<file path="src/rtl/mem_arbiter.sv">
// mem_arbiter: shares one SPI SRAM controller between fetch port A and data port B, with a stall watchdog.
// Define MEM_ARB_RR_EN for round-robin tie-breaking; otherwise port B always wins ties.
module mem_arbiter #(
    parameter int ADDR_W = 17,
    parameter int DATA_W = 16,
    parameter int TMO_W  = 8
) (
    input  logic              clk,
    input  logic              rst_n,
    input  logic              ena,
    input  logic              a_req,
    input  logic [ADDR_W-1:0] a_addr,
    output logic [DATA_W-1:0] a_rdata,
    output logic              a_done,
    input  logic              b_req,
    input  logic              b_we,
    input  logic [ADDR_W-1:0] b_addr,
    input  logic [DATA_W-1:0] b_wdata,
    output logic [DATA_W-1:0] b_rdata,
    output logic              b_done,
    output logic              a_err,
    output logic              b_err,
    output logic [ADDR_W-1:0] mem_address,
    output logic [DATA_W-1:0] mem_write_value,
    output logic              mem_write_enable,
    output logic              mem_request,
    input  logic [DATA_W-1:0] mem_read_value,
    input  logic              mem_request_complete
);
    typedef enum logic [1:0] {IDLE, BUSY, RELEASE} state_t;
    // Abort on the BUSY cycle whose incremented count would reach all-ones.
    localparam logic [TMO_W-1:0] TMO_LAST = TMO_W'(2 ** TMO_W - 2);
    state_t           state;
    logic [TMO_W-1:0] wdog;
    logic             owner_b;
    logic             pick_b;
`ifdef MEM_ARB_RR_EN
    logic last_b;
    assign pick_b = b_req & (~a_req | ~last_b);
`else
    assign pick_b = b_req;
`endif
    always_ff @(posedge clk or negedge rst_n) begin
        if (!rst_n) begin
            state            <= IDLE;
            wdog             <= '0;
            owner_b          <= 1'b0;
            a_rdata          <= '0;
            b_rdata          <= '0;
            a_done           <= 1'b0;
            b_done           <= 1'b0;
            a_err            <= 1'b0;
            b_err            <= 1'b0;
            mem_address      <= '0;
            mem_write_value  <= '0;
            mem_write_enable <= 1'b0;
            mem_request      <= 1'b0;
`ifdef MEM_ARB_RR_EN
            last_b           <= 1'b1;
`endif
        end else begin
            a_done <= 1'b0;
            b_done <= 1'b0;
            a_err  <= 1'b0;
            b_err  <= 1'b0;
            case (state)
                IDLE: if (ena && (a_req || b_req)) begin
                    owner_b          <= pick_b;
                    mem_address      <= pick_b ? b_addr : a_addr;
                    mem_write_value  <= pick_b ? b_wdata : '0;
                    mem_write_enable <= pick_b & b_we;
                    mem_request      <= 1'b1;
                    wdog             <= '0;
                    state            <= BUSY;
`ifdef MEM_ARB_RR_EN
                    last_b           <= pick_b;
`endif
                end
                BUSY: if (mem_request_complete) begin
                    mem_request      <= 1'b0;
                    mem_write_enable <= 1'b0;
                    state            <= RELEASE;
                    if (owner_b) begin
                        b_done <= 1'b1;
                        if (!mem_write_enable) b_rdata <= mem_read_value;
                    end else begin
                        a_done  <= 1'b1;
                        a_rdata <= mem_read_value;
                    end
                end else if (wdog == TMO_LAST) begin
                    mem_request      <= 1'b0;
                    mem_write_enable <= 1'b0;
                    a_err            <= ~owner_b;
                    b_err            <= owner_b;
                    state            <= RELEASE;
                end else begin
                    wdog <= wdog + 1'b1;
                end
                RELEASE: if (!mem_request_complete) state <= IDLE;
                default: state <= IDLE;
            endcase
        end
    end
endmodule

</file>
<file path="config.mk">
export PLATFORM = sky130hd
export DESIGN_NAME = mem_arbiter
export DESIGN_NICKNAME = d
export VERILOG_FILES = /design/src/rtl/mem_arbiter.sv
export SDC_FILE = /design/constraint.sdc
export NUM_CORES = 1
export LEC_CHECK = 0
export ABC_AREA = 1
export CORE_ASPECT_RATIO = 1.4
export CORE_UTILIZATION = 35
export CTS_CLUSTER_SIZE = 28
export DETAILED_ROUTE_END_ITERATION = 8
export GPL_ROUTABILITY_DRIVEN = 0
export HOLD_SLACK_MARGIN = 0.08
export PLACE_DENSITY_LB_ADDON = 0.12
export REMOVE_ABC_BUFFERS = 1
export SETUP_SLACK_MARGIN = 0.15
export SKIP_CTS_REPAIR_TIMING = 1
export SKIP_LAST_GASP = 1
export SLEW_MARGIN = 10
export SYNTH_ARGS = -nofsm -noshare
export SYNTH_HDL_FRONTEND = slang
export SYNTH_SLANG_ARGS = --single-unit
</file>
<file path="constraint.sdc">
create_clock -name clk -period 1.5 [get_ports clk]
set_input_delay 0.3 -clock clk [delete_from_list [all_inputs] [get_ports clk]]
set_output_delay 0.3 -clock clk [all_outputs]
set_load 0.02 [all_outputs]
</file>
; Word level (Yosys, flattened, before mapping)
; Cells that the tools add are included.
[op_classes]
n_reduce_logical = 10
mux = 29
n_addsub = 1
n_eq_ne = 8
bitwise = 3
[ops]
columns = operator, count
row1 = 2-to-1 mux 8 bit, 3
row2 = 2-to-1 mux 17 bit, 1
row3 = 2-to-1 mux 1 bit, 16
row4 = 2-to-1 mux 16 bit, 1
row5 = one-hot mux 8 bit (2 select lines), 1
row6 = AND reduction 3 bit, 3
row7 = "adder 8 x 1 -> 8 bit, second input constant", 1
row8 = "== test 8 bit, second input constant", 1
row9 = 2-to-1 mux 2 bit, 4
row10 = "!= test 2 bit, second input constant", 4
row11 = AND reduction 4 bit, 2
row12 = one-hot mux 2 bit (3 select lines), 1
row13 = one-hot mux 1 bit (2 select lines), 2
row14 = "!= test 3 bit, second input constant", 1
row15 = "== test 2 x 1 -> 1 bit, second input constant", 1
row16 = "== test 2 bit, second input constant", 1
row17 = zero test 2 bit, 1
row18 = inverter 1 bit, 2
row19 = AND reduction 2 bit, 1
row20 = nonzero test 2 bit, 1
row21 = bitwise AND 1 bit, 1
row22 = logical AND 1 bit, 1
row23 = logical OR 1 bit, 1
[word_totals]
ff_bits = 82
elab_cells = 64

; Longest topological paths before layout
[depth]
depth_word = 4
mapped_depth = 9

; Least setup slack after synthesis
; No wires, ideal clock.
[synth_timing]
path_kind = register -> register
from = register wdog[0]
to = register wdog[0]
synth_period_minus_slack_ps = 1262
n_path_buf = 1
t_arrival_ps = 1135
path_stages_with_launch = 10
setup_slack_ps = 238
t_required_ps = 1372
cell_sequence = dfrtp_1 > inv_1 > ha_1 > inv_1 > nor2_1 > nand3_1 > nand3_2 > buf_6 > nand2_1 > o21ai_0
[synth_via]
elab_chain_len = 4
elab_cells_between_ends = 7
cone_classes = add/sub: 1 / eq/ne: 2 / mux: 3 / reduce/logical: 1
[synth_rtl]
columns = element, line
row1 = from (decl), 34  ; logic [TMO_W-1:0] wdog;
row2 = from (signal assigned), 97  ; wdog <= wdog + 1'b1;
row3 = adder 8 x 1 -> 8 bit, 97
row4 = 2-to-1 mux 8 bit, 90  ; end else if (wdog == TMO_LAST) begin
row5 = 2-to-1 mux 8 bit, 79  ; BUSY: if (mem_request_complete) begin
row6 = one-hot mux 8 bit (2 select lines), 66  ; case (state)
; Several ways; a longest one is shown, not always the timed one. The select of a mux whose other input is x is not followed.
; A chain may end at the register's enable or synchronous reset.

; Worst setup path in the final report
[layout_timing]
from = register state[1]
to = register b_rdata[4]
[layout_via]
elab_chain_len = 2
[layout_rtl]
columns = element, line
row1 = from (decl), 33  ; state_t state;
row2 = from (signal assigned), 45  ; state <= IDLE;
row3 = from (signal assigned), 74  ; state <= BUSY;
row4 = from (signal assigned), 82  ; state <= RELEASE;
row5 = == test 2 x 1 -> 1 bit, 66
row6 = AND reduction 4 bit (no source line), --
row7 = to (signal assigned), 85  ; if (!mem_write_enable) b_rdata <= mem_read_value;
row8 = to (decl), 19  ; output logic [DATA_W-1:0] b_rdata,
; Every way passes these cells.

==> impl_metrics.tcl <==
set metrics [dict create \
    die_w_um 88.1 \
    cts.htree.levels 3 \
    syn_to_final_growth_pct 66.6 \
    power_density_mw_per_mm2 1780 \
    start_util_pct 36.3 \
    utilization_pct 60.5 \
    cts-buffers-inserted 9 \
    crit-reg2reg-launch "state[1]" \
    dp_hpwl_um 6080 \
    die_area_sq_mm 0.0108 \
    skew_ns 0.00772 \
    r2r_slack_ns 0.16 \
    max_freq_mhz 745 \
    drive_gt1_share_pct 18.9 \
    port-buffer-count 143 \
    p_leak_uw 0.00356 \
    hp-class "primary input to asynchronous set/reset pin" \
    clock_latency_ns 0.33 \
    synthDominantCellAreaShare_pct 56.5 \
    worst-setup-path-type "flip-flop to flip-flop" \
    ys_seq_elements 82 \
    num_vias 3213 \
    gr-usage-all-layers_pct 16.9 \
    drtPass1Iterations 4 \
    drcViolationCount 0 \
    async_reset_ff_share_pct 100 \
    drt-total-wl_um 9270 \
    die_y_um 123 \
    clkTransAtPathRegs_ns 0.06 \
    finalHoldWorstSlack_ns 0.325 \
    cts.sinks 82 \
    end_kind "flip-flop" \
    fill_cells 912 \
    clock-root-buffer "clkbuf_16" \
    syn_avg_cell_area_sq_um 9.20 \
    ir_drop_uv 752 \
    rsz0062_at_grt "true" \
    seq_area_sq_mm 0.00205 \
    crit_fanout 8 \
    netlist_area_sq_mm 0.00363 \
    ys_warn_count 0 \
    grt_max_degree 42 \
    synthFlopType "dfrtp_1" \
    use_met3_pct 5.65 \
    yosysMostFrequentCell "nand2_1" \
    min_period_over_period_pct 89.5 \
    yosysSeqAreaShare_pct 56.5 \
    cts_max_path_buffers 2 \
    drt_iter0_drc 116 \
    synthCells 395 \
    ys_types 25 \
    first_global_vias 3107 \
    insertedDiodeCount 0 \
    final_max_slew_viol_count 0 \
    synth_edf_count 0 \
    worstSetupStartpoint "state[1]" \
    met1_usage_pct 20.8 \
    yosysTopAreaCell "dfrtp_1" \
    max-slew-margin-rel_pct 76.5 \
    coreArea_sq_mm 0.0100 \
    vias_per_cell 4.59 \
    io_pins 144 \
    grt_pass1_wl_um 14200 \
    num_rows 43 \
    multi_input_area_sq_mm 0.00145 \
    arrival_ns 1.57 \
    finalHoldViolCount 0 \
    cts_tree "built" \
    synth_commonest_cells "114 x nand2_1, 82 x dfrtp_1, 48 x nor2_1" \
    tightest_slew_ns 0.351 \
    grtUsageMet2_pct 27.3 \
    critPathLaunchType "flip-flop" \
    crit_required_ns 1.72 \
    overflow 0 \
    grt_busiest_layer "met2" \
    layout.nets 635 \
    wl_per_cell_um 13.2 \
    antenna_left 0 \
    period_needed_ns 1.34 \
    status "completed" \
    setup-violations-final 0 \
    maxCapViolCount 0 \
    synth_area_leaders "dfrtp_1 56%, nand2_1 12%, o21ai_0 5.2%" \
    antenna_found_initial 0 \
]
## logic make-up after synthesis
kind of cell	share of synthesized area (%)
compound gates	14.3
xor+xnor	0.241
fa+ha+maj	0.689
buf+inv	6.96
flops	56.5
simple gates	21.3
## layout by cell type, fill, tap and decap left out, types with 2 or more instances in the layout
cell type / n
nor3_1: 3
nand2_4: 5
o31ai_1: 7
ha_4: 2
o21ai_2: 18
inv_2: 2
nand3_4: 2
clkdlybuf4s50_1: 70
dlymetal6s2s_1: 72
o21ai_1: 2
inv_1: 28
clkbuf_16: 11
nor2_1: 45
buf_4: 17
o31ai_2: 10
buf_12: 7
inv_6: 2
nand2_2: 12
nand3_2: 3
nand2_1: 100
clkinv_4: 2
o21ai_0: 37
clkinvlp_4: 3
dfrtp_1: 81
buf_6: 3
nand3_1: 10
nor2_2: 3
## critical path, cell delays in order (launching register included)
cell       delay, ns
dfrtp_1         0.41
inv_2           0.08
nand2_4         0.06
clkinv_4        0.08
nand2_8         0.05
nor2_4          0.14
nand2_4         0.11
clkbuf_16       0.18
nand2_1         0.07
o21ai_2         0.05
## area by class of cell
class	instances	share of cell area, %
inverters	32	2.11
clock buffers	10	3.95
multi-input cells	263	24.0
clock inverters	6	0.806
well taps	135	2.79
repair buffers	172	32.4
flip-flops and latches	82	33.9
## routing by layer
layer	vias to the layer above	share of wire [%]
met5	-	0
met4	0	2.0
met3	13	8.8
met2	127	49
met1	1477	41
li1	1596	-
## power breakdown
part           internal [uW]  switching [uW]
Clock                   1180             908
Sequential              3130             524
Combinational           2390            2660
## through the flow
step | area [sq um] | setup WS [ns] | total power, uW | instances | TNS (ns)
3_5_place_dp | 5290 | -0.281 | 8540 | 669 | -11.72
4_1_cts | 5580 | -0.166 | 10700 | 685 | -7.35
3_3_place_gp | 5290 | -0.227 | 8460 | 669 | -9.35
6_report | 6050 | 0.158 | 10800 | 700 | 0
5_1_grt | 6050 | 0.0984 | 11500 | 700 | 0
2_1_floorplan | 3510 | 0.0188 | 6000 | 376 | 0
## path summary, 6_finish.rpt
check                              endpoint  depth (start not counted)
worst max-delay path             b_rdata[4]                          9
worst min-delay path             b_rdata[8]                          2
worst max register to register   b_rdata[4]                          9
worst min register to register  mem_request                          2
max in group asynchronous           wdog[1]                          3
min in group clk                mem_request                          2
## flip-flops by register name, summed over array words and instances, names as in the netlist, 2 cells and up
register / count
a_rdata: 16
b_rdata: 16
mem_address: 17
mem_write_value: 16
state: 2
wdog: 8
No activity file was read; power rests on OpenSTA's default activity.
